==> config.mk <==
export PLATFORM = sky130hd
export DESIGN_NAME = cordic_gain_comp
export DESIGN_NICKNAME = d
export VERILOG_FILES = /design/src/rtl/cordic_pkg.sv /design/src/rtl/cordic_gain_comp_shift_add_mul.sv /design/src/rtl/cordic_gain_comp.sv
export SDC_FILE = /design/constraint.sdc
export NUM_CORES = 1
export LEC_CHECK = 0
export ABC_AREA = 1
export BUFFER_PORTS_ARGS = -buffer_cell sky130_fd_sc_hd__buf_2
export CORE_AREA = 2 2 169 171
export CTS_CLUSTER_DIAMETER = 40
export DETAILED_ROUTE_END_ITERATION = 10
export DIE_AREA = 0 0 171 173
export GPL_TIMING_DRIVEN = 0
export PLACE_DENSITY = 0.6
export SYNTH_ARGS = -nofsm -noshare
export SYNTH_HDL_FRONTEND = slang
export SYNTH_HIERARCHICAL = 1
export SYNTH_SLANG_ARGS = --single-unit
==> constraint.sdc <==
create_clock -name CLK -period 1.9 [get_ports CLK]
set_input_delay 0.285 -clock CLK [delete_from_list [all_inputs] [get_ports CLK]]
set_output_delay 0.285 -clock CLK [all_outputs]
set_load 0.03 [all_outputs]
==> src/rtl/cordic_pkg.sv <==
// Shared types and constants for the 16-bit vectoring CORDIC and its consumers.
package cordic_pkg;

  localparam int unsigned CORDIC_W     = 16;
  localparam int unsigned CORDIC_XW    = 18;
  localparam int unsigned CORDIC_K_Q16 = 39797;
  localparam int unsigned CORDIC_ACC_W = 34;

  typedef struct packed {
    logic signed [CORDIC_XW-1:0] x;
    logic signed [CORDIC_W-1:0]  y;
    logic signed [CORDIC_W-1:0]  z;
  } cordic_vec_resp_t;

  typedef struct packed {
    logic [16:0]         mag;
    logic [CORDIC_W-1:0] phase;
  } cordic_polar_t;

  typedef enum logic [1:0] {
    GC_IDLE,
    GC_MUL,
    GC_FIN,
    GC_DONE
  } gc_state_t;

endpackage

==> src/rtl/cordic_gain_comp_shift_add_mul.sv <==
// Unsigned sequential shift-add multiplier: one multiplier bit consumed per step.
module shift_add_mul #(
  parameter int unsigned A_W = 34,
  parameter int unsigned B_W = 16
) (
  input  logic           clk,
  input  logic           rst_n,
  input  logic           start,
  input  logic           step,
  input  logic [A_W-1:0] mcand_in,
  input  logic [B_W-1:0] mult_in,
  output logic           last,
  output logic [A_W-1:0] acc
);

  localparam int unsigned CNT_W = $clog2(B_W + 1);

  logic [A_W-1:0]   mcand;
  logic [B_W-1:0]   mult;
  logic [CNT_W-1:0] cnt;

  // High while the step that performs the final add is in progress.
  assign last = (cnt == CNT_W'(B_W - 1));

  always_ff @(posedge clk or negedge rst_n) begin
    if (!rst_n) begin
      mcand <= '0;
      mult  <= '0;
      acc   <= '0;
      cnt   <= '0;
    end else if (start) begin
      mcand <= mcand_in;
      mult  <= mult_in;
      acc   <= '0;
      cnt   <= '0;
    end else if (step) begin
      if (mult[0]) acc <= acc + mcand;
      mcand <= mcand << 1;
      mult  <= mult >> 1;
      cnt   <= cnt + 1'b1;
    end
  end

endmodule

==> src/rtl/cordic_gain_comp.sv <==
// CORDIC gain removal: magnitude = x*K (Q0.16), phase pass-through, put/get handshakes.
// Define CORDIC_GAIN_ROUND_EN for round-half-up instead of truncation.
module cordic_gain_comp
  import cordic_pkg::*;
#(
  parameter int unsigned K_Q16  = CORDIC_K_Q16,
  parameter int unsigned K_BITS = CORDIC_W
) (
  input  logic        CLK,
  input  logic        RST_N,
  input  logic [49:0] request_put,
  input  logic        EN_request_put,
  output logic        RDY_request_put,
  output logic [32:0] response_get,
  input  logic        EN_response_get,
  output logic        RDY_response_get
);

  localparam int unsigned ACC_W = CORDIC_ACC_W;
`ifdef CORDIC_GAIN_ROUND_EN
  localparam logic [ACC_W-1:0] RND = ACC_W'(32'h8000);
`else
  localparam logic [ACC_W-1:0] RND = '0;
`endif

  cordic_vec_resp_t req;
  cordic_polar_t    resp;
  gc_state_t        state, state_nx;
  logic [CORDIC_W-1:0] phase_r;
  logic [ACC_W-1:0]    mcand_in, acc, rounded;
  logic                mul_start, mul_step, mul_last, resp_load;
  logic                unused_bits;

  assign req = request_put;

  // Negative residuals are clamped to zero magnitude.
  assign mcand_in = req.x[CORDIC_XW-1] ? '0
                  : {{(ACC_W-CORDIC_XW){1'b0}}, req.x};
  assign rounded  = acc + RND;
  assign unused_bits = ^{req.y, rounded[ACC_W-1], rounded[15:0]};

  shift_add_mul #(
    .A_W (ACC_W),
    .B_W (K_BITS)
  ) u_mul (
    .clk      (CLK),
    .rst_n    (RST_N),
    .start    (mul_start),
    .step     (mul_step),
    .mcand_in (mcand_in),
    .mult_in  (K_BITS'(K_Q16)),
    .last     (mul_last),
    .acc      (acc)
  );

  always_ff @(posedge CLK or negedge RST_N) begin
    if (!RST_N) state <= GC_IDLE;
    else        state <= state_nx;
  end

  always_comb begin
    state_nx  = state;
    mul_start = 1'b0;
    mul_step  = 1'b0;
    resp_load = 1'b0;
    unique case (state)
      GC_IDLE: if (EN_request_put) begin
        mul_start = 1'b1;
        state_nx  = GC_MUL;
      end
      GC_MUL: begin
        mul_step = 1'b1;
        if (mul_last) state_nx = GC_FIN;
      end
      GC_FIN: begin
        resp_load = 1'b1;
        state_nx  = GC_DONE;
      end
      GC_DONE: if (EN_response_get) state_nx = GC_IDLE;
      default: state_nx = GC_IDLE;
    endcase
  end

  always_ff @(posedge CLK or negedge RST_N) begin
    if (!RST_N) begin
      phase_r <= '0;
      resp    <= '0;
    end else begin
      if (mul_start) phase_r <= req.z;
      if (resp_load) begin
        resp.mag   <= rounded[32:16];
        resp.phase <= phase_r;
      end
    end
  end

  assign RDY_request_put  = (state == GC_IDLE);
  assign RDY_response_get = (state == GC_DONE);
  assign response_get     = resp;

endmodule
==> out/results.tsv <==
metric	value	unit
run_status	completed	
crit_path_start	u_mul/acc[0]$_DFFE_PN0P_	
power.share.clock	20.9	%
fmaxAchievable	0.5269	GHz
worstHoldPathType	input port to register	
cts_inserted_buffers	17	
finClkSkew	0.01208	ns
crit_path_end_kind	register	
place_inst	1558	
cp.required	2.21	ns
nets	1321	
tightest_slew	0.5840	ns
dieArea	0.02958	mm^2
cap_violations	0	
antenna_cells	0	
syn-mean-instance-area	7.472	um^2
crit_type	register to register	
grt_util_all_layers	14.24	%
cts.htree.levels	4	
pre_cts_slack	-0.4653	ns
drt_iter0_drc	431	
relSlewSlack	61.07	%
clk_latency	0.43	ns
gp_congestion	0.9156	
crit_end	u_mul/acc[20]$_DFFE_PN0P_	
fillers	2869	
cellPowerDensity	1545	mW/mm^2
core_area	0.02763	mm^2
path_clk_slew	0.07	ns
root_buffer	clkbuf_16	
gr-total-overflow	0	
routedWlPerCell	12.99	um
hold_violations	0	
initial_core_util	29.15	%
die_w	171	um
drive_above_1_share	25.42	%
wl	21010	um
path_max_fanout	3	
grt_pass1_vias	7181	
instances_no_fill	1617	
synth_area	0.008055	mm^2
drt-vias-per-instance	4.513	
dr.pass1.iters	4	
power.total	0.01634	W
clock_sinks	138	
grt_pass1_wl	34100	um
io_pins	89	
dp_hpwl	15160	um
min_period	1.898	ns
path_depth	11	
postLayoutCoreUtil	38.28	%
cp-start-kind	register	
rows	61	
cts_tree	yes	
p_comb_share	48.7	%
layout_setup_ws	0.002167	ns
reg2reg_from	u_mul/acc[0]$_DFFE_PN0P_	
crit_family	adder cells	
clk_path_buf_depth	2	
tns	0	ns
period_share	99.89	%
r2r_end	u_mul/acc[20]$_DFFE_PN0P_	
cp_slowest_cell	dfrtp_1	
yosys_warnings	6	
path_buf_inv	3	
vias	7298	
remaining_drc_errors	0	
p_seq_share	30.4	%
synth_cells	1078	
crit_path_max_incr_delay	0.36	ns
intPower	0.009200	W
ir_worst_vdd	622.1	uV
crit_chain	ha_2, inv_2, fa_2, o21ai_4, buf_4, buf_4, nand4_1, nand3_2, nand2_1, nand2_1, o21ai_1	
maxSlewViolCount	0	
setup_viol	0	
reg2reg_depth	11	
p_sw	0.007144	W
p_leak	5.468	nW
detail-route-antenna-nets	0	
die_y	173	um
antenna_found_initial	0	
p_sw_share	43.71	%
grt_start_max_net_pins	92	
syn_to_final_growth	31.31	%
reg2reg_slack	0.002	ns
rsz0062_at_grt	yes	
arrival	2.21	ns
port_buffers	71	
==> per-stage QoR <==
step                      hold slack, ns  instance area [um^2]
after global routing             0.04511                 10580
after detailed placement          0.2658                  9055
final                            0.05208                 10580
after floorplan                 -0.01059                  8193
after CTS                        0.03528                  9893
after global placement            0.4485                  9021
==> power groups by stage <==
stage	logic (W)	clock network, W	registers [W]
6_report	0.00795	0.00342	0.00497
5_1_grt	0.00889	0.00364	0.00511
4_1_cts	0.00705	0.00352	0.00479
3_5_place_dp	0.00669	0	0.00483
3_3_place_gp	0.00658	0	0.00482
2_1_floorplan	0.00448	0	0.00520
==> final cells by class <==
class	count	area, um^2	share of cell area [%]
Timing Repair Buffer	100	601.8	5.690
Tap cell	378	473.0	4.471
Timing Repair inverter	1	7.507	0.07097
Buffer	29	217.7	2.058
Clock buffer	17	425.4	4.022
Clock inverter	15	178.9	1.692
Inverter	152	583.1	5.512
Multi-Input combinational cell	787	4629	43.77
Sequential cell	138	3461	32.72
==> layer usage <==
metal | track usage [%] | up-vias | part of all wire [%]
li1 | - | 3697 | -
met3 | 3.250 | 31 | 3.8
met5 | 0 | - | 0
met4 | 4.802 | 0 | 2.2
met2 | 23.30 | 145 | 48
met1 | 18.45 | 3425 | 46
==> sequential cells by signal, indices dropped and copies added (netlist names) <==
signal	count
u_mul/cnt	5
u_mul/mcand	33
phase_r	16
u_mul/acc	33
response_get	33
state	2
u_mul/mult	16
==> layout by cell type, fill, tap and decap left out, types with 3 or more instances in the layout <==
master	n
nand2_1	393
o221ai_1	31
o21ai_0	25
nor2_2	14
buf_4	36
nand3_1	25
conb_1	32
inv_4	3
nor2_1	57
a21oi_2	16
dfrtp_2	6
o31ai_2	3
inv_1	135
clkbuf_8	3
clkbuf_16	17
inv_2	13
a22oi_1	15
buf_2	81
nand4_1	6
nand2_2	29
xnor2_1	4
inv_6	8
nor3_1	5
nor3_2	5
nand3_2	6
clkinvlp_4	3
o21ai_1	15
dfrtp_1	132
nand3b_1	3
nor2_4	6
inv_8	3
a21oi_1	23
ha_1	10
ha_4	28
nand2_4	13
==> how the worst min path moves through the flow <==
| stage | start | endpoint | cells past startpoint |
|---|---|---|---|
| 2_1_floorplan | RST_N | phase_r[0]$_DFFE_PN0P_ | 0 |
| 3_3_place_gp | response_get[14]$_DFFE_PN0N_ | response_get[14]$_DFFE_PN0N_ | 2 |
| 3_5_place_dp | RST_N | response_get[16]$_DFFE_PN0N_ | 1 |
| 4_1_cts | request_put[3] | phase_r[3]$_DFFE_PN0P_ | 3 |
| 5_1_grt | request_put[0] | phase_r[0]$_DFFE_PN0P_ | 3 |
| 6_report | request_put[15] | phase_r[15]$_DFFE_PN0P_ | 3 |
==> what timing repair did <==
action	in CTS	in global routing
buffers inserted	14	13
setup endpoints to repair	83	75
hold buffers	1	0
endpoints found under the hold margin	47	0
resized for setup	33	125
gates cloned	1	0
pin swaps	10	30
==> worst reg2reg max path: stages, from the launching register on <==
cell and delay [ns]:
dfrtp_1 0.36, ha_2 0.19, inv_2 0.04, fa_2 0.36, o21ai_4 0.20, buf_4 0.14, buf_4 0.10, nand4_1 0.11
nand3_2 0.12, nand2_1 0.06, nand2_1 0.05, o21ai_1 0.06
Note: power is estimated with default switching activity, not from simulation.
